File: src/rtl/watch_pkg.sv
// Shared encodings, field widths and limits for the watch mode/set controller.
package watch_pkg;

    localparam int unsigned YEAR_W  = 12;
    localparam int unsigned MONTH_W = 4;
    localparam int unsigned DAY_W   = 5;
    localparam int unsigned HOUR_W  = 6;
    localparam int unsigned MINUTE_W = 6;
    localparam int unsigned SECOND_W = 6;
    localparam int unsigned FLD_W   = 3;

    localparam int unsigned HOUR_MAX  = 23;
    localparam int unsigned MIN_MAX   = 59;
    localparam int unsigned SEC_MAX   = 59;
    localparam int unsigned MONTH_MAX = 12;

    typedef enum logic [1:0] {
        RUN    = 2'd0,
        EDIT   = 2'd1,
        COMMIT = 2'd2
    } state_t;

    localparam logic [FLD_W-1:0] FLD_HOUR  = 3'd0;
    localparam logic [FLD_W-1:0] FLD_MIN   = 3'd1;
    localparam logic [FLD_W-1:0] FLD_SEC   = 3'd2;
    localparam logic [FLD_W-1:0] FLD_YEAR  = 3'd3;
    localparam logic [FLD_W-1:0] FLD_MONTH = 3'd4;
    localparam logic [FLD_W-1:0] FLD_DAY   = 3'd5;

    // Full time-of-day/calendar value as seen by the counter.
    typedef struct packed {
        logic [YEAR_W-1:0]   year;
        logic [MONTH_W-1:0]  month;
        logic [DAY_W-1:0]    day;
        logic [HOUR_W-1:0]   hour;
        logic [MINUTE_W-1:0] minute;
        logic [SECOND_W-1:0] second;
    } tod_t;

    // Field selection order HOUR->MIN->SEC->YEAR->MONTH->DAY->HOUR.
    function automatic logic [FLD_W-1:0] next_field(input logic [FLD_W-1:0] f);
        return (f >= FLD_DAY) ? FLD_HOUR : f + FLD_W'(1);
    endfunction

endpackage

File: src/rtl/wrap_inc.sv
// Wrapping incrementer: values at MAX or outside [MIN, MAX] go to MIN.
module wrap_inc #(
    parameter int unsigned W   = 8,
    parameter int unsigned MIN = 0,
    parameter int unsigned MAX = 255
) (
    input  logic [W-1:0] val,
    output logic [W-1:0] nxt_c
);

    localparam logic [W-1:0] MIN_V = W'(MIN);
    localparam logic [W-1:0] MAX_V = W'(MAX);

    // A zero minimum needs no lower-bound check on an unsigned value.
    generate
        if (MIN == 0) begin : g_zero_min
            assign nxt_c = (val >= MAX_V) ? MIN_V : val + W'(1);
        end else begin : g_nonzero_min
            assign nxt_c = ((val >= MAX_V) || (val < MIN_V)) ? MIN_V : val + W'(1);
        end
    endgenerate

endmodule

File: src/rtl/watch_set_ctrl.sv
// Mode/set controller: freezes the time counter, edits a shadow copy field by field,
// and commits it back with a one-cycle load strobe.
module watch_set_ctrl
    import watch_pkg::*;
#(
    parameter int unsigned YEAR_MIN       = 2021,
    parameter int unsigned YEAR_MAX       = 2099,
    parameter int unsigned DAYS_PER_MONTH = 30,
    parameter int unsigned TIMEOUT_S      = 30
) (
    input  logic                clk,
    input  logic                rst,
    input  logic                tick_1hz,
    input  logic                btn_mode,
    input  logic                btn_sel,
    input  logic                btn_inc,
    input  logic [YEAR_W-1:0]   cur_year,
    input  logic [MONTH_W-1:0]  cur_month,
    input  logic [DAY_W-1:0]    cur_day,
    input  logic [HOUR_W-1:0]   cur_hour,
    input  logic [MINUTE_W-1:0] cur_minute,
    input  logic [SECOND_W-1:0] cur_second,
    output logic                run_en,
    output logic                load,
    output logic [YEAR_W-1:0]   ld_year,
    output logic [MONTH_W-1:0]  ld_month,
    output logic [DAY_W-1:0]    ld_day,
    output logic [HOUR_W-1:0]   ld_hour,
    output logic [MINUTE_W-1:0] ld_minute,
    output logic [SECOND_W-1:0] ld_second,
    output logic [FLD_W-1:0]    edit_field,
    output logic                editing,
    output logic                blink
);

    localparam int unsigned TMO_W = $clog2(TIMEOUT_S + 1);

    state_t           state, state_nx;
    tod_t             shadow, shadow_nx, cur_c;
    logic [FLD_W-1:0] field_nx;
    logic [TMO_W-1:0] tmo, tmo_nx;
    logic             blink_nx, run_en_nx, load_nx, editing_nx;
    logic             sel_act, inc_act;

    logic [YEAR_W-1:0]   year_inc_c;
    logic [MONTH_W-1:0]  month_inc_c;
    logic [DAY_W-1:0]    day_inc_c;
    logic [HOUR_W-1:0]   hour_inc_c;
    logic [MINUTE_W-1:0] minute_inc_c;
    logic [SECOND_W-1:0] second_inc_c;

    assign cur_c = '{year: cur_year, month: cur_month, day: cur_day,
                     hour: cur_hour, minute: cur_minute, second: cur_second};

    // Button priority mode > sel > inc.
    assign sel_act = btn_sel && !btn_mode;
    assign inc_act = btn_inc && !btn_mode && !btn_sel;

    wrap_inc #(.W(YEAR_W),   .MIN(YEAR_MIN), .MAX(YEAR_MAX))       u_year   (.val(shadow.year),   .nxt_c(year_inc_c));
    wrap_inc #(.W(MONTH_W),  .MIN(1),        .MAX(MONTH_MAX))      u_month  (.val(shadow.month),  .nxt_c(month_inc_c));
    wrap_inc #(.W(DAY_W),    .MIN(1),        .MAX(DAYS_PER_MONTH)) u_day    (.val(shadow.day),    .nxt_c(day_inc_c));
    wrap_inc #(.W(HOUR_W),   .MIN(0),        .MAX(HOUR_MAX))       u_hour   (.val(shadow.hour),   .nxt_c(hour_inc_c));
    wrap_inc #(.W(MINUTE_W), .MIN(0),        .MAX(MIN_MAX))        u_minute (.val(shadow.minute), .nxt_c(minute_inc_c));
    wrap_inc #(.W(SECOND_W), .MIN(0),        .MAX(SEC_MAX))        u_second (.val(shadow.second), .nxt_c(second_inc_c));

    // State and registered outputs.
    always_ff @(posedge clk or negedge rst) begin
        if (!rst) begin
            state      <= RUN;
            shadow     <= '{year: YEAR_W'(YEAR_MIN), month: MONTH_W'(1), day: DAY_W'(1),
                            hour: '0, minute: '0, second: '0};
            edit_field <= FLD_HOUR;
            tmo        <= '0;
            blink      <= 1'b0;
            run_en     <= 1'b1;
            load       <= 1'b0;
            editing    <= 1'b0;
        end else begin
            state      <= state_nx;
            shadow     <= shadow_nx;
            edit_field <= field_nx;
            tmo        <= tmo_nx;
            blink      <= blink_nx;
            run_en     <= run_en_nx;
            load       <= load_nx;
            editing    <= editing_nx;
        end
    end

    // Next state, shadow updates and next output values.
    always_comb begin
        state_nx   = state;
        shadow_nx  = shadow;
        field_nx   = edit_field;
        tmo_nx     = tmo;
        blink_nx   = blink;
        run_en_nx  = 1'b1;
        load_nx    = 1'b0;
        editing_nx = 1'b0;

        case (state)
            RUN: begin
                if (btn_mode) begin
                    state_nx  = EDIT;
                    shadow_nx = cur_c;
                    field_nx  = FLD_HOUR;
                    tmo_nx    = '0;
                    blink_nx  = 1'b1;
                end
            end
            EDIT: begin
                if (btn_mode) begin
                    state_nx = COMMIT;
                end else begin
                    if (tick_1hz) blink_nx = ~blink;
                    if (sel_act) begin
                        field_nx = next_field(edit_field);
                        blink_nx = 1'b1;
                    end
                    if (inc_act) begin
                        blink_nx = 1'b1;
                        case (edit_field)
                            FLD_HOUR:  shadow_nx.hour   = hour_inc_c;
                            FLD_MIN:   shadow_nx.minute = minute_inc_c;
                            FLD_SEC:   shadow_nx.second = second_inc_c;
                            FLD_YEAR:  shadow_nx.year   = year_inc_c;
                            FLD_MONTH: shadow_nx.month  = month_inc_c;
                            FLD_DAY:   shadow_nx.day    = day_inc_c;
                            default:   ;
                        endcase
                    end
                    // Any button press restarts the inactivity window.
                    if (btn_sel || btn_inc) begin
                        tmo_nx = '0;
                    end else if (tick_1hz) begin
                        if (tmo >= TMO_W'(TIMEOUT_S - 1)) begin
                            state_nx = RUN;
                            tmo_nx   = '0;
                        end else begin
                            tmo_nx = tmo + TMO_W'(1);
                        end
                    end
                end
            end
            COMMIT:  state_nx = RUN;
            default: state_nx = RUN;
        endcase

        case (state_nx)
            EDIT: begin
                run_en_nx  = 1'b0;
                editing_nx = 1'b1;
            end
            COMMIT: begin
                run_en_nx = 1'b0;
                load_nx   = 1'b1;
            end
            default: ;
        endcase
        if (state_nx != EDIT) blink_nx = 1'b0;
    end

    assign ld_year   = shadow.year;
    assign ld_month  = shadow.month;
    assign ld_day    = shadow.day;
    assign ld_hour   = shadow.hour;
    assign ld_minute = shadow.minute;
    assign ld_second = shadow.second;

endmodule
File: config.mk
export PLATFORM = sky130hd
export DESIGN_NAME = watch_set_ctrl
export DESIGN_NICKNAME = d
export VERILOG_FILES = /design/src/rtl/watch_pkg.sv /design/src/rtl/wrap_inc.sv /design/src/rtl/watch_set_ctrl.sv
export SDC_FILE = /design/constraint.sdc
export NUM_CORES = 1
export LEC_CHECK = 0
export BUFFER_PORTS_ARGS = -buffer_cell sky130_fd_sc_hd__buf_2
export CAP_MARGIN = 40
export CELL_PAD_IN_SITES_DETAIL_PLACEMENT = 1
export CELL_PAD_IN_SITES_GLOBAL_PLACEMENT = 2
export CORE_ASPECT_RATIO = 1.25
export CORE_MARGIN = 1.5
export CORE_UTILIZATION = 23
export CTS_CLUSTER_DIAMETER = 120
export CTS_CLUSTER_SIZE = 8
export DETAILED_ROUTE_END_ITERATION = 10
export GPL_TIMING_DRIVEN = 1
export PLACE_DENSITY = 0.67
export SLEW_MARGIN = 5
export SYNTH_ARGS = -nofsm -noshare
export SYNTH_HDL_FRONTEND = slang
export SYNTH_SLANG_ARGS = --single-unit
File: constraint.sdc
create_clock -name clk -period 4.9 [get_ports clk]
set_clock_uncertainty 0.2 [all_clocks]
set_input_delay 0 -clock clk [delete_from_list [all_inputs] [get_ports clk]]
set_output_delay 0 -clock clk [all_outputs]
set_load 0.1 [all_outputs]
==> impl_metrics.ini <==
[grt]
grt_first_pass_wirelength_um = 17800
grt_max_degree = 54
antenna_found_initial = 0
grt_usage_pct = 14.4
grt_pass1_vias = 3533
grt-ovfl-total = 0

[setup_path]
crit_required_ns = 4.91
crit_type = register to register
critPathBufInv = 1
critical-path-max-stage-delay_ns = 0.63
crit_start = state[1]
cp_max_fo = 37
reg2reg_depth = 5
rr_startpoint = state[1]
r2r-end = tmo[1]
cp-start-kind = register
crit_family = simple AND/OR/NAND/NOR gates
crit_chain = nand2b_2 -> a2111oi_4 -> nand3b_1 -> dlygate4sd3_1 -> o21ai_0
reg2reg_slack_ns = 2.09
cp-end-kind = register
endpoint = tmo[1]
crit_arrival_ns = 2.82
cp_num_cells = 5
slowest_stage = nand2b_2

[synth]
yosys_warnings = 0
synth_edf_count = 0
synthCells = 374
syn-mean-instance-area_um2 = 8.88
ys_async_sr_fraction_pct = 100
syn_area_um2 = 3320
synth_cell_type_count = 64
seq_area_frac_synth_pct = 40.3
ys.flop_type = dfrtp_1
synth.ff_latch_count = 53
syn_nets = 437

[sta]
fin_crit_ns = 2.81
worstMarginPinSlew_ns = 0.813
setup_slack_ns = 2.09
max-slew-margin-rel_pct = 45.8
drv_slew = 0
setup_tns_ns = 0
rsz0062_at_grt = no
fmax_mhz = 356
hold_slack_ns = 0.202
setup_viol = 0
hold_viol = 0
period_share_pct = 57.3

[die]
die_x_um = 110
die_area_um2 = 15200
io_pins = 91
start_util_pct = 23.8
core_um2 = 13900
die_y_um = 137
fp-row-count = 48

[final_layout]
area_growth_pct = 37.4
num_antenna_cells = 0
nNetsFinal = 568
fin_area_um2 = 4560
final_common_cell = buf_2
mostFrequentLayoutCells = buf_2, o21ai_0, dlygate4sd3_1
drive_above_1_share_pct = 25.1
nFillCells = 1674

[routing]
wl_per_cell_um = 15.6
first_pass_iters = 4
drt-vias-per-instance = 4.93
routed_wl_um = 10600
final_antenna_net_count = 0
drt_iter0_drc = 85
route.vias.total = 3357
drc = 0

[clock_network]
cts_setup_buffers = 0
clockBufferDepth = 2
clkLatencyLatePin_ns = 0.30
post_cts_resized = 0
cts.sinks = 53
clockRootBuffer = clkbuf_16
numCtsBuffers = 5
h-tree-depth = 2
cts_tree = built
cts_hold_buf = 45
path_clk_slew_ns = 0.08

[placement]
io_buffers = 90
dp.final_hpwl_um = 7770
globalplace.congestion = 0.721
post-place-ws_ns = 2.36
postPlaceCellArea_um2 = 3940

[run]
max-cap-violations = 0

[worst_hold_path]
hold_class = primary input to asynchronous set/reset pin

[run_status]
outcome = finished clean
==> worst register-to-register path, cell delays in order, from the launching register on <==
cell	delay [ns]
dfrtp_1	0.51
nand2b_2	0.63
a2111oi_4	0.53
nand3b_1	0.13
dlygate4sd3_1	0.58
o21ai_0	0.15
==> Yosys cell counts (4+ instances only) <==
cell / n / area, µm²
ha_1: 18 / 225
dfstp_2: 11 / 289
o21ai_2: 4 / 35.0
dfrtp_1: 42 / 1050
o21ai_0: 45 / 225
and3_1: 6 / 37.5
nand2_1: 43 / 161
inv_1: 22 / 82.6
nor2b_1: 7 / 43.8
nand2b_1: 5 / 31.3
nor2_1: 21 / 78.8
nand3_1: 10 / 50.1
a21oi_1: 28 / 140
o22ai_1: 4 / 25.0
a31oi_1: 6 / 37.5
a22oi_1: 7 / 52.6
clkbuf_1: 4 / 15.0
buf_2: 6 / 30.0
a21o_1: 4 / 30.0
nor3_1: 8 / 40.0
==> logic make-up (layout without fill, tap and decap cells) <==
kind of cell    Yosys count  after routing  share of synthesized area, %
buf+inv                  37            169                          5.08
fa+ha+maj                19             19                          7.08
xor+xnor                  1              1                         0.264
mux                       1              1                         0.301
flops                    53             53                          40.3
compound gates          139            139                          27.4
simple gates            124            124                          19.5
==> flip-flops by register name, summed over array words and instances, names as in the netlist, 2 cells and up <==
name        flops
ld_year        12
ld_hour         6
ld_minute       6
ld_second       6
ld_day          5
tmo             5
ld_month        4
edit_field      3
state           2
==> metal layers <==
layer	track usage (%)	routed length (µm)
met5	0	0
met4	3.70	118
met3	2.11	323
met2	26.8	5420
met1	17.4	4780
==> worst min path at each step <==
stage | end | depth (start not counted) | slack (ns) | start
floorplan | blink | 0 | -0.50 | rst
global placement | ld_second[0] | 2 | -0.003 | rst
CTS | ld_second[0] | 3 | 0.22 | rst
finish | ld_second[1] | 3 | 0.20 | rst
detailed placement | ld_second[0] | 2 | 0.01 | rst
global route | ld_second[0] | 3 | 0.28 | rst
==> area by class of cell <==
cell class | count | area (µm²) | share of cell area [%]
clock buffers | 6 | 139 | 3.04
clock inverters | 2 | 37.5 | 0.822
inverters | 22 | 82.6 | 1.81
multi-input cells | 284 | 1820 | 39.8
flip-flops and latches | 53 | 1340 | 29.4
well taps | 175 | 219 | 4.80
repair buffers | 139 | 931 | 20.4
==> per-stage QoR <==
step	std cells	utilization, %
after detailed placement	628	28.3
after global placement	627	28.2
after global routing	681	32.8
after CTS	681	32.8
final	681	32.8
after floorplan	374	-
Power is not shown: default switching activity piles up to over one toggle a cycle in this logic, so the estimate is an artifact.
